<file path="src/rtl/rom_stream_packer.sv">
// rom_stream_packer
//   Streams TOTAL_WORDS words out of the auto-incrementing weight ROM and packs
//   every LANES consecutive words into one vector for the PE-array loader.
//   The ROM has a 1-cycle registered read, so a word issued with rom_en in
//   cycle n is captured in cycle n+1 (tracked by en_d_q). rom_en is throttled
//   so that a group can only complete when the output register is free,
//   which means no ROM word is ever dropped or duplicated under backpressure.
//
//   state | meaning
//   IDLE  | waiting for start; done pulses here for one cycle after a load
//   FETCH | issuing ROM reads, packing returned words
//   FLUSH | all reads issued; draining last capture and final handshake
//
// Ports
//   clk, rst             clock, synchronous active-high reset
//   start                begin one load (sampled only in IDLE)
//   busy, done           status: in FETCH/FLUSH, 1-cycle completion pulse
//   rom_en, rom_dout     ROM read enable / data (data valid cycle after rom_en)
//   out_data, out_valid  packed vector (word k in bits [k*DW +: DW]) and valid
//   out_ready            consumer ready
module rom_stream_packer #(
    parameter int DATA_BITWIDTH = 8,
    parameter int LANES         = 4,
    parameter int TOTAL_WORDS   = 16
) (
    input  logic                             clk,
    input  logic                             rst,
    input  logic                             start,
    output logic                             busy,
    output logic                             done,
    output logic                             rom_en,
    input  logic [DATA_BITWIDTH-1:0]         rom_dout,
    output logic [LANES*DATA_BITWIDTH-1:0]   out_data,
    output logic                             out_valid,
    input  logic                             out_ready
);

    localparam int DW = DATA_BITWIDTH;
    localparam int LW = $clog2(LANES);
    localparam int CW = $clog2(TOTAL_WORDS + 1);
    localparam logic [LW-1:0] LANE_LAST = LW'(LANES - 1);
    localparam logic [CW-1:0] TOTAL     = CW'(TOTAL_WORDS);

    typedef enum logic [1:0] {
        S_IDLE  = 2'd0,
        S_FETCH = 2'd1,
        S_FLUSH = 2'd2
    } state_t;

    state_t                         state_q, state_d;
    logic [CW-1:0]                  issued_q, issued_d;
    logic [CW-1:0]                  captured_q, captured_d;
    logic [LW-1:0]                  lane_idx_q, lane_idx_d;
    logic                           en_d_q, en_d_d;
    logic [LANES-2:0][DW-1:0]       pack_q, pack_d;
    logic [LANES*DW-1:0]            out_data_q, out_data_d;
    logic                           out_valid_q, out_valid_d;
    logic                           done_q, done_d;

    logic                           rom_en_c;
    logic [LW:0]                    pend;
    logic                           room;

    always_comb begin
        state_d     = state_q;
        issued_d    = issued_q;
        captured_d  = captured_q;
        lane_idx_d  = lane_idx_q;
        pack_d      = pack_q;
        out_data_d  = out_data_q;
        out_valid_d = out_valid_q;
        done_d      = 1'b0;
        rom_en_c    = 1'b0;

        // Words already packed plus the one arriving this cycle. Only when
        // this read could complete a group must the output register be free
        // (or be emptied by a handshake this cycle).
        pend = {1'b0, lane_idx_q} + {{LW{1'b0}}, en_d_q};
        room = (pend < {1'b0, LANE_LAST}) || !out_valid_q || out_ready;

        case (state_q)
            S_IDLE: begin
                if (start) begin
                    state_d    = S_FETCH;
                    issued_d   = '0;
                    captured_d = '0;
                    lane_idx_d = '0;
                end
            end
            S_FETCH: begin
                rom_en_c = (issued_q < TOTAL) && room;
                if (issued_q == TOTAL) begin
                    state_d = S_FLUSH;
                end
            end
            S_FLUSH: begin
                if ((captured_q == TOTAL) && out_valid_q && out_ready) begin
                    state_d = S_IDLE;
                    done_d  = 1'b1;
                end
            end
            default: state_d = S_IDLE;
        endcase

        if (rom_en_c) begin
            issued_d = issued_q + CW'(1);
        end

        if (out_valid_q && out_ready) begin
            out_valid_d = 1'b0;
        end

        // A completing group overrides the handshake clear above, so a new
        // vector can follow the old one back-to-back.
        if (en_d_q) begin
            captured_d = captured_q + CW'(1);
            if (lane_idx_q == LANE_LAST) begin
                out_data_d  = {rom_dout, pack_q};
                out_valid_d = 1'b1;
                lane_idx_d  = '0;
            end else begin
                pack_d[lane_idx_q] = rom_dout;
                lane_idx_d         = lane_idx_q + LW'(1);
            end
        end

        en_d_d = rom_en_c;
    end

    always_ff @(posedge clk) begin
        if (rst) begin
            state_q     <= S_IDLE;
            issued_q    <= '0;
            captured_q  <= '0;
            lane_idx_q  <= '0;
            en_d_q      <= 1'b0;
            pack_q      <= '0;
            out_data_q  <= '0;
            out_valid_q <= 1'b0;
            done_q      <= 1'b0;
        end else begin
            state_q     <= state_d;
            issued_q    <= issued_d;
            captured_q  <= captured_d;
            lane_idx_q  <= lane_idx_d;
            en_d_q      <= en_d_d;
            pack_q      <= pack_d;
            out_data_q  <= out_data_d;
            out_valid_q <= out_valid_d;
            done_q      <= done_q ? 1'b0 : done_d;
        end
    end

    assign rom_en    = rom_en_c;
    assign busy      = (state_q != S_IDLE);
    assign done      = done_q;
    assign out_data  = out_data_q;
    assign out_valid = out_valid_q;

endmodule
</file>
<file path="config.mk">
export PLATFORM = sky130hd
export DESIGN_NAME = rom_stream_packer
export DESIGN_NICKNAME = d
export VERILOG_FILES = /design/src/rtl/rom_stream_packer.sv
export SDC_FILE = /design/constraint.sdc
export NUM_CORES = 1
export LEC_CHECK = 0
export ABC_AREA = 0
export BUFFER_PORTS_ARGS = -buffer_cell sky130_fd_sc_hd__buf_2
export CAP_MARGIN = 5
export CORE_MARGIN = 8
export CORE_UTILIZATION = 33
export DETAILED_ROUTE_END_ITERATION = 8
export PLACE_DENSITY = 0.53
export SYNTH_ARGS = -nofsm -noshare
export SYNTH_HDL_FRONTEND = slang
export SYNTH_SLANG_ARGS = --single-unit
</file>
<file path="constraint.sdc">
create_clock -name clk -period 3.9 [get_ports clk]
set_input_delay 0.195 -clock clk [delete_from_list [all_inputs] [get_ports clk]]
set_output_delay 0.195 -clock clk [all_outputs]
set_load 0.02 [all_outputs]
</file>
# == After elaboration in Yosys (flattened, before gate mapping) ==
# Cells that the tools add are included.
# word_totals
regBits,73
latchBits,0
mem_bits_rw,0
rom_bits,0
input_bits,12
out_inout_bits,36
memories,0
# classes
add_sub_neg,4
n_mul,0
div,0
order_cmp,4
n_eq_ne,8
n_shift,0
n_mux,20
n_bitwise,2
n_reduce_logical,20
# ops
op,n
bitwise mux 24 bit,1
two-way mux 5 bit,4
demux 8 bit (select 2 bit),1
two-way mux 2 bit,7
adder 5 x 1 -> 5 bit (second input constant),2
equality test 5 bit (second input constant),2
nonzero test 2 bit,5
two-way mux 8 bit,1
AND reduction 2 bit,4
inequality test 2 bit (second input constant),3
one-hot mux 2 bit (3 select lines),1
logical AND 1 bit,5
less-than comparator 5 bit (second input constant),1
two-way mux 1 bit,5
equality test 2 bit (second input constant),2
adder 2 x 1 -> 3 bit,1
less-than comparator 2 x 3 -> 1 bit (second input constant),1
less-than comparator 3 x 2 -> 1 bit (second input constant),1
AND reduction 3 bit,1
OR reduction 3 bit,1
adder 2 x 1 -> 2 bit (second input constant),1
equality test 2 x 1 -> 1 bit (second input constant),1
greater-or-equal comparator 2 x 1 -> 1 bit (second input constant),1
logical NOT 2 bit,1
3 further kinds,5

# == Longest topological paths before layout ==
# Gate-level depths: netlist of the first run.
# logic_depth
ltp_word,8
mapped_depth,7

# == Least setup slack after synthesis of the first run ==
# Ideal clock, no wire load.
# synth_path
path_type,reg2reg
startpoint,register lane_idx_q[0]
endpoint,register issued_q[3]
setup_time_ns,0.074
arrival_ns,1.655
required_ns,3.826
path_slack_ns,2.171
path_stages_with_launch,8
path_cell_list,dfxtp_1 > ha_1 > ha_1 > a21o_1 > a21o_1 > inv_1 > nand3_1 > a31oi_1
# synth_via
elab_chain_len,8
word_cells_on_any_way,10
cone_classes,add/sub: 1; order compare: 1; mux: 2; reduce/logical: 6
# synth_rtl
element,line,rtl
start: declaration,53,"logic [LW-1:0] lane_idx_q, lane_idx_d;"
start signal: assignment,145,lane_idx_q <= lane_idx_d;
adder 2 x 1 -> 3 bit *,78,"pend = {1'b0, lane_idx_q} + {{LW{1'b0}}, en_d_q};"
less-than comparator 3 x 2 -> 1 bit *,79,"room = (pend < {1'b0, LANE_LAST}) || !out_valid_q || out_ready;"
logical OR 1 bit * (2 in a row),79,
logical AND 1 bit *,91,rom_en_c = (issued_q < TOTAL) && room;
two-way mux 1 bit *,81,case (state_q)
net rom_en,31,"output logic rom_en,"
nonzero test 2 bit (no source line),--,
AND reduction 2 bit (no source line),--,
end signal: assignment,143,issued_q <= issued_d;
end: declaration,51,"logic [CW-1:0] issued_q, issued_d;"
# The timed path passes the listed nets; every way through them passes the cells marked *.
# A chain may end at the register's enable or synchronous reset.

# == Final worst setup path of the first run ==
# layout_path
startpoint,register en_d_q
endpoint,output rom_en
# layout_via
elab_chain_len,6
# layout_rtl
element,line,rtl
start: declaration,54,"logic en_d_q, en_d_d;"
start signal: assignment,146,en_d_q <= en_d_d;
adder 2 x 1 -> 3 bit,78,
less-than comparator 3 x 2 -> 1 bit,79,
logical OR 1 bit (2 in a row),79,
logical AND 1 bit,91,
two-way mux 1 bit,81,
end: declaration,31,
# No other way between the ends.

==> summary.txt, run 1 <==
Outcome
  – Status: completed

Power
  – Cell-internal power: 1.14 mW
  – Psw: 0.353 mW
  – Comb pwr share: 4.5%
  – Final Power: 1.49 mW
  – Seq pwr share: 51.0%
  – PD cells: 448 nW/um2
  – Clock share of power: 44.6%
  – Leakage: 1.28 nW
  – Switching Share: 23.6%
  – Worst ir drop on vdd: 0.000177 V

Route
  – Vias/cell: 4.81
  – Drt drc: 0
  – WL per Instance: 13.0 um
  – Post-route ant nets: 0
  – Pre-antenna DRT Iters: 4
  – DR iter-0 viols: 83
  – Via count: 2,372
  – WL final: 6400 um

Synth
  – Top cell type's share of synthesized area: 52.1%
  – Synthesis-stage register bit count: 73
  – Most used DFF post-synth: dfxtp_1
  – Count leader, synth: nand2_1
  – Synth warn: 0
  – Synth area leaders: dfxtp_1, nand2_1, a21oi_1
  – EDFF count, synth: 0
  – Post-synthesis cell count: 345
  – Ys async rst share: 0%
  – Synthesized Nets: 367
  – Synth Area per Inst: 8.13 um2
  – Area leader, netlist: dfxtp_1
  – Sequential area share after synthesis: 52.1%
  – Mapped Area: 2810 um2
  – Commonest cells post-synth: nand2_1, dfxtp_1, a21oi_1
  – Library cells used by synthesis: 30

Global routing
  – Vias in the first global route: 2,253
  – Maximum number of pins on one net before global-route repair: 38
  – Remaining Overflow, GRT: 0
  – All-layer global routing usage: 11.4%
  – First-pass GRT wire length: 10,800 um
  – Initial antenna violation count: 0

Final layout
  – Inserted Diodes: 0
  – FILL cells: 867
  – Layout cells sized above 1: 17.5%
  – Nets: 405
  – Area delta synth->final: 18.8%

Timing
  – Hold Violations, Final: 0
  – Clock Skew: 0.0129 ns
  – Worst slew pin tran: 1.11 ns
  – Slew margin rel.: 26.0%
  – Fmax: 427 MHz
  – Final Slew Violations: 0
  – Fin crit period: 2.34 ns
  – Period utilization: 60.1%
  – Setup TNS: 0 ns
  – Final Setup Violations: 0
  – RSZ-0062 raised after global routing: false

CTS
  – CTS Sinks: 73
  – Postcts setup bufs: 0
  – # hold bufs at CTS: 0
  – Reg clk slew, reported paths: 0.08 ns
  – Bufs on Longest Clock Path: 2
  – Root buf cell: clkbuf_8
  – Cts bufs inserted: 9
  – Clk_lat worst skew: 0.35 ns
  – Post_cts resized: 0
  – TritonCTS clock tree: built
  – H-tree depth: 3

Floorplan
  – Row Count: 33
  – Die Y: 108 um
  – Full die area: 11,700 um2
  – I/O Pins: 48
  – Initial core utilization: 34.2%
  – Width of the die: 108 um
  – CORE AREA: 8220 um2

Placement
  – Post-DP HPWL: 4350 um
  – Routability congestion estimate: 0.725
  – IO Port Bufs: 47

Setup path
  – Worst-path fanout max: 14
  – Worst EP required: 3.70 ns
  – Critical Path End Type: output pin
  – Worst path arrival time: 2.15 ns
  – CP Class: reg2out
  – Nature of the critical path startpoint: flop

Flow run
  – Max_cap viols: 0

Hold path
  – Worst hold path type: in2reg
[power groups by stage]
stage | Clock (mW) | Combinational [mW] | Sequential [mW]
2_1_floorplan | 0 | 0.0451 | 0.776
3_3_place_gp | 0 | 0.0669 | 0.778
3_5_place_dp | 0 | 0.0673 | 0.779
4_1_cts | 0.686 | 0.0676 | 0.761
5_1_grt | 0.714 | 0.0748 | 0.763
6_report | 0.665 | 0.0668 | 0.761
[cell families (layout without fill, tap and decap cells)]
group | Yosys count | in the layout | share of synthesized area, %
buffers and inverters | 30 | 73 | 4.06
AND/OR/NAND/NOR | 155 | 155 | 24.1
flip-flops | 73 | 73 | 52.1
adder cells (fa/ha/maj) | 10 | 10 | 4.46
AO/OA/AOI/OAI | 75 | 75 | 14.6
multiplexers | 2 | 2 | 0.713
[cell usage in the layout, fill, tap and decap left out, types with 2 or more instances in the layout]
master      n
a22oi_1     2
nand3_1    32
buf_4       3
ha_1       10
clkinv_4    2
a21oi_1    62
a31oi_1     2
nand2_1    95
nor2b_1     4
nand4_1     3
inv_6       2
a211oi_1    2
clkbuf_8    9
a21o_1      2
nor2_1     10
nand3b_1    3
dfxtp_1    73
buf_2      47
inv_1       7
a41oi_1     2
mux2i_1     2
bufinv_16   2
[flip-flops by register name, indices dropped and copies added (netlist names)]
name,flops
out_data,32
issued_q,5
captured_q,5
done,1
out_valid,1
en_d_q,1
lane_idx_q,2
state_q,2
pack_q,24
[worst paths after layout]
| path | endpoint | slack [ns] | cells after the start | from |
|---|---|---|---|---|
| setup / recovery | rom_en | 1.56 | 6 | en_d_q$_SDFF_PP0_ |
| hold / removal | state_q[0]$_SDFFE_PP0P_ | 0.08 | 2 | start |
| setup reg to reg | issued_q[3]$_SDFFE_PP0P_ | 1.93 | 6 | en_d_q$_SDFF_PP0_ |
| hold reg to reg | done$_SDFF_PP0_ | 0.42 | 1 | done$_SDFF_PP0_ |
[final cells by class]
type                            instances  area (um2)  share of cell area, %
Tap cell                              105         131                   3.94
Multi-Input combinational cell        242        1230                   36.9
Clock inverter                          7         103                   3.08
Timing Repair Buffer                   50         258                   7.73
Sequential cell                        73        1460                   43.8
Inverter                                7        26.3                  0.788
Clock buffer                            9         124                   3.71
[stage by stage]
step / area, um2 / hold WS, ns / worst slack [ns] / util, % / instances
after detailed placement: 3110 / 0.410 / 1.92 / 37.8 / 477
after global routing: 3330 / 0.0811 / 1.41 / 40.6 / 493
final: 3330 / 0.0836 / 1.56 / 40.6 / 493
after CTS: 3330 / 0.0715 / 1.53 / 40.6 / 493
after global placement: 3110 / 0.406 / 1.96 / 37.8 / 477
after floorplan: 2810 / 0.331 / 2.17 / - / 345
[worst max-delay path: stages (launching register included)]
cell	delay, ns
dfxtp_1	0.56
ha_1	0.23
ha_1	0.22
a21o_1	0.17
a21o_1	0.24
inv_1	0.19
buf_2	0.20
[metal layers]
| metal | part of all wire [%] | routed length [um] | vias up | track usage (%) |
|---|---|---|---|---|
| met2 | 44 | 2840 | 49 | 17.8 |
| met5 | 0 | 0 | - | 0 |
| li1 | - | - | 1239 | - |
| met4 | 1.7 | 111 | 0 | 5.65 |
| met1 | 47 | 3000 | 1072 | 14.1 |
| met3 | 7.1 | 455 | 12 | 3.45 |
Note: power is estimated with default switching activity, not from simulation.
==> inputs of run 2 (changes only) <==
PLACE_DENSITY = 0.55   (was 0.53)
clock period = 2 ns   (was 3.9 ns; I/O delays follow)
==> run 2 against run 1 <==
Against the previous run: design area is 1.8% higher; total power is 94% higher; combinational power is 120% higher; critical path depth stayed put; critical path type unchanged; highest routed layer unchanged.
==> summary.txt, run 2 (same netlist as run 1, synthesis figures left out) <==
Timing
  – Setup TNS: 0 ns
  – Fin crit period: 1.90 ns
  – Hold WS: 0.0498 ns
  – Final Slew Violations: 0
  – Slew margin rel.: 56.2%
  – Fmax: 528 MHz
  – Period utilization: 94.8%
  – Final Setup Violations: 0
  – Clock Skew: 0.00551 ns
  – Worst slew pin tran: 0.658 ns
  – Slack of the critical path: 0.105 ns
  – RSZ-0062 raised after global routing: false
  – Hold Violations, Final: 0

Setup path
  – Most used cell, CP: ha_1
  – Worst path arrival time: 1.80 ns
  – CP cell instances: ha_1, ha_1, a21o_1, a21o_4, inv_2, buf_2
  – CP Class: reg2out
  – Critical Path End Type: output pin
  – Worst path max stage delay: 0.35 ns
  – Worst EP required: 1.90 ns
  – Worst-path fanout max: 7
  – Slowest-stage cell, CP: dfxtp_1
  – Nature of the critical path startpoint: flop

CTS
  – Clk_lat worst skew: 0.34 ns
  – Reg clk slew, reported paths: 0.08 ns
  – Bufs on Longest Clock Path: 2
  – Cts bufs inserted: 9
  – TritonCTS clock tree: built
  – CTS Sinks: 73
  – Root buf cell: clkbuf_8
  – H-tree depth: 3

Final layout
  – Fin area: 3400 um2
  – Nets: 411
  – Inserted Diodes: 0
  – Commonest non-fill, non-tap cell in the layout: nand2_1
  – Most frequent cells in the layout: nand2_1, dfxtp_1, a21oi_1
  – Layout cells sized above 1: 18.8%
  – Area delta synth->final: 21.0%
  – Max FFs per register: 32
  – Fin util: 41.3%
  – Finished Layout Cells: 499
  – FILL cells: 857
  – Area of the multi-input gates: 1240 um2
  – Reg area: 1460 um2

Global routing
  – First-pass GRT wire length: 11,000 um
  – Initial antenna violation count: 0
  – Remaining Overflow, GRT: 0
  – All-layer global routing usage: 11.8%
  – Maximum number of pins on one net before global-route repair: 40
  – Vias in the first global route: 2,330

Hold path
  – Worst hold path type: in2reg

Power
  – Clock share of power: 43.8%
  – Final Power: 2.90 mW
  – Leakage: 1.32 nW
  – Cell-internal power: 2.25 mW
  – Worst ir drop on vdd: 0.000352 V
  – Psw: 0.642 mW
  – Comb pwr share: 5.1%
  – Switching Share: 22.2%
  – PD cells: 853 nW/um2
  – Seq pwr share: 51.1%

Placement
  – Post-DP HPWL: 4480 um
  – Post-placement cell count: 481
  – Area after DPL: 3150 um2
  – Routability congestion estimate: 0.757
  – Pre-CTS setup slack: 0.198 ns
  – IO Port Bufs: 47

Outcome
  – Status: completed

Flow run
  – Max_cap viols: 0

Route
  – Vias/cell: 4.88
  – Post-route ant nets: 0
  – DR iter-0 viols: 146
  – Via count: 2,434
  – Drt drc: 0
  – WL per Instance: 13.2 um
  – WL final: 6580 um
  – Pre-antenna DRT Iters: 4

Floorplan
  – Die Y: 108 um
  – Width of the die: 108 um
  – I/O Pins: 48
  – CORE AREA: 8220 um2
  – Row Count: 33
  – Full die area: 11,700 um2
  – Initial core utilization: 34.2%
[run 2: cell type report]
cell class                 instances  area share (%)
clock inverter                     5            2.32
multi-input combinational        242            36.5
tap                              105            3.87
timing repair buffer              56            9.36
inverter                           7           0.774
clock buffer                      11            4.16
sequential                        73            43.0
[run 2: path summary, 6_finish.rpt]
check | startpoint | end | slack [ns] | cells past startpoint
min | rom_dout[2] | out_data[26]$_SDFFE_PP0P_ | 0.05 | 3
min reg2reg | done$_SDFF_PP0_ | done$_SDFF_PP0_ | 0.41 | 1
max | lane_idx_q[0]$_SDFFE_PP0P_ | rom_en | 0.10 | 6
max reg2reg | lane_idx_q[0]$_SDFFE_PP0P_ | issued_q[3]$_SDFFE_PP0P_ | 0.22 | 6
[run 2: repair_timing]
| action | in CTS | in global routing |
|---|---|---|
| endpoints found under the setup margin | 1 | 1 |
| hold buffers | 1 | 0 |
| setup buffers | 1 | 0 |
| endpoints found under the hold margin | 1 | 0 |
| resized for setup | 1 | 1 |
| gates cloned | 0 | 0 |
[run 2: power groups by stage]
stage	Combinational, mW	Sequential, mW	Clock (mW)
floorplan	0.0879	1.51	0
global placement	0.139	1.51	0
detailed placement	0.140	1.51	0
CTS	0.145	1.48	1.30
global route	0.163	1.48	1.37
finish	0.146	1.48	1.27
[run 2: critical path: cells and delay by family (launching register included)]
kind	cells	cell delay, ns
fa+ha+maj	2	0.47
flops	1	0.35
buf+inv	2	0.21
compound gates	2	0.43
[run 2: routing by layer]
| metal | vias up | GRT usage, % | wire (um) |
|---|---|---|---|
| met5 | - | 0 | 0 |
| met4 | 0 | 4.36 | 86 |
| met3 | 8 | 4.10 | 347 |
| met2 | 55 | 18.4 | 2920 |
| met1 | 1128 | 14.7 | 3230 |
| li1 | 1243 | - | - |
==> inputs of run 3 (changes only) <==
CORE_ASPECT_RATIO = 1.5   (was default)
==> run 3 against run 2 <==
Against the previous run: register-to-register slack worse by 0.11 ns; global-route usage is 0.078 points higher; largest power group is now clock; highest routed layer unchanged; utilization rose by 0.36 points; die area increased by 0.52%.
==> summary.txt, run 3 (same netlist as run 1, synthesis figures left out) <==
Flow run
  – Max_cap viols: 0

Final layout
  – Area delta synth->final: 24.2%
  – Layout cells sized above 1: 18.5%
  – Inserted Diodes: 0
  – Max FFs per register: 32
  – Most frequent cells in the layout: nand2_1, dfxtp_1, a21oi_1
  – Fin area: 3490 um2
  – Commonest non-fill, non-tap cell in the layout: nand2_1
  – Nets: 412

Placement
  – Routability congestion estimate: 0.731
  – Area after DPL: 3170 um2
  – IO Port Bufs: 47
  – Post-DP HPWL: 4660 um
  – Pre-CTS setup slack: 0.207 ns

Setup path
  – Worst EP required: 1.90 ns
  – Critical Path End Type: output pin
  – CP Class: reg2out
  – Worst-path fanout max: 5
  – Worst flop-to-flop path startpoint: lane_idx_q[0]$_SDFFE_PP0P_
  – Worst path arrival time: 1.80 ns
  – Nature of the critical path startpoint: flop
  – Worst setup path startpoint: lane_idx_q[0]$_SDFFE_PP0P_

Floorplan
  – Initial core utilization: 33.6%
  – I/O Pins: 48
  – Die Y: 129 um
  – Row Count: 41
  – Width of the die: 91.3 um
  – Full die area: 11,800 um2
  – CORE AREA: 8360 um2

Power
  – Leakage: 1.36 nW
  – PD cells: 898 nW/um2
  – Worst ir drop on vdd: 0.000397 V

CTS
  – Cts bufs inserted: 9
  – TritonCTS clock tree: built
  – Root buf cell: clkbuf_16
  – Clk_lat worst skew: 0.33 ns
  – Reg clk slew, reported paths: 0.05 ns
  – Bufs on Longest Clock Path: 2
  – CTS Sinks: 73
  – H-tree depth: 3

Global routing
  – Initial antenna violation count: 0
  – Vias in the first global route: 2,237
  – First-pass GRT wire length: 10,900 um
  – All-layer global routing usage: 11.9%
  – Maximum number of pins on one net before global-route repair: 41
  – Remaining Overflow, GRT: 0

Route
  – Drt drc: 0
  – Via count: 2,397
  – Vias/cell: 4.78
  – Pre-antenna DRT Iters: 4
  – WL per Instance: 13.2 um
  – Post-route ant nets: 0
  – WL final: 6620 um
  – DR iter-0 viols: 171

Timing
  – Fin crit period: 1.90 ns
  – RSZ-0062 raised after global routing: false
  – Worst slew pin tran: 0.752 ns
  – Period utilization: 95.2%
  – Setup TNS: 0 ns
  – Final Slew Violations: 0
  – Clock Skew: 0.00354 ns
  – Hold Violations, Final: 0
  – Slew margin rel.: 49.8%
  – Fmax: 525 MHz
  – Final Setup Violations: 0
  – Hold WS: 0.0582 ns
  – Slack of the critical path: 0.0962 ns

Outcome
  – Status: completed

Hold path
  – Worst hold path type: in2reg
  – HP Start: rom_dout[0]
-- run 3: changes by cell type in the layout (fill, tap and decap cells not counted), sizes merged --
cell,before,now
clkbuf,11,13
clkinv,3,1
bufinv,2,0
clkinvlp,0,1
buf,55,56
-- run 3: cell type report --
class / count / area, um2
Clock buffer: 13 / 270
Fill cell: 859 / 4880
Tap cell: 107 / 134
Timing Repair Buffer: 57 / 350
Sequential cell: 73 / 1460
Inverter: 7 / 26.3
Multi-Input combinational cell: 242 / 1230
Clock inverter: 2 / 12.5
-- run 3: path summary, 6_finish.rpt --
check	endpoint	slack [ns]	cells after the start
worst max-delay path	rom_en	0.1	6
worst min-delay path	out_data[24]$_SDFFE_PP0P_	0.06	3
worst max register to register	issued_q[3]$_SDFFE_PP0P_	0.11	7
worst min register to register	done$_SDFF_PP0_	0.42	1
-- run 3: report_power, final --
part | total [mW] | internal, mW | switching, mW
Combinational | 0.147 | 0.0531 | 0.0937
Sequential | 1.48 | 1.47 | 0.0124
Clock | 1.50 | 0.931 | 0.569
-- run 3: layer usage --
layer	global-route usage (%)	part of all wire (%)	vias to the layer above
met5	0	0	-
met4	6.10	1.9	0
met3	4.37	5.2	11
met2	20.0	51	53
met1	12.8	42	1083
li1	-	-	1250
-- run 3: worst max-delay path, stage by stage (launching register included) --
cell     delay (ns)
dfxtp_1        0.34
ha_1           0.21
ha_1           0.26
a21o_1         0.18
a21o_1         0.22
inv_2          0.10
buf_2          0.17
-- run 3: repair_timing --
item | 4_1_cts | 5_1_grt
gates resized for setup | 1 | 0
endpoints found under the setup margin | 1 | 1
endpoints found under the hold margin | 1 | 0
setup buffers | 0 | 3
hold buffers | 1 | 0
-- run 3: per-stage QoR --
step / util (%) / cells / power [mW]
global placement: 37.9 / 482 / 1.65
CTS: 41.4 / 498 / 3.18
finish: 41.7 / 501 / 3.13
floorplan: - / 345 / 1.60
detailed placement: 37.9 / 482 / 1.66
global route: 41.7 / 501 / 3.27
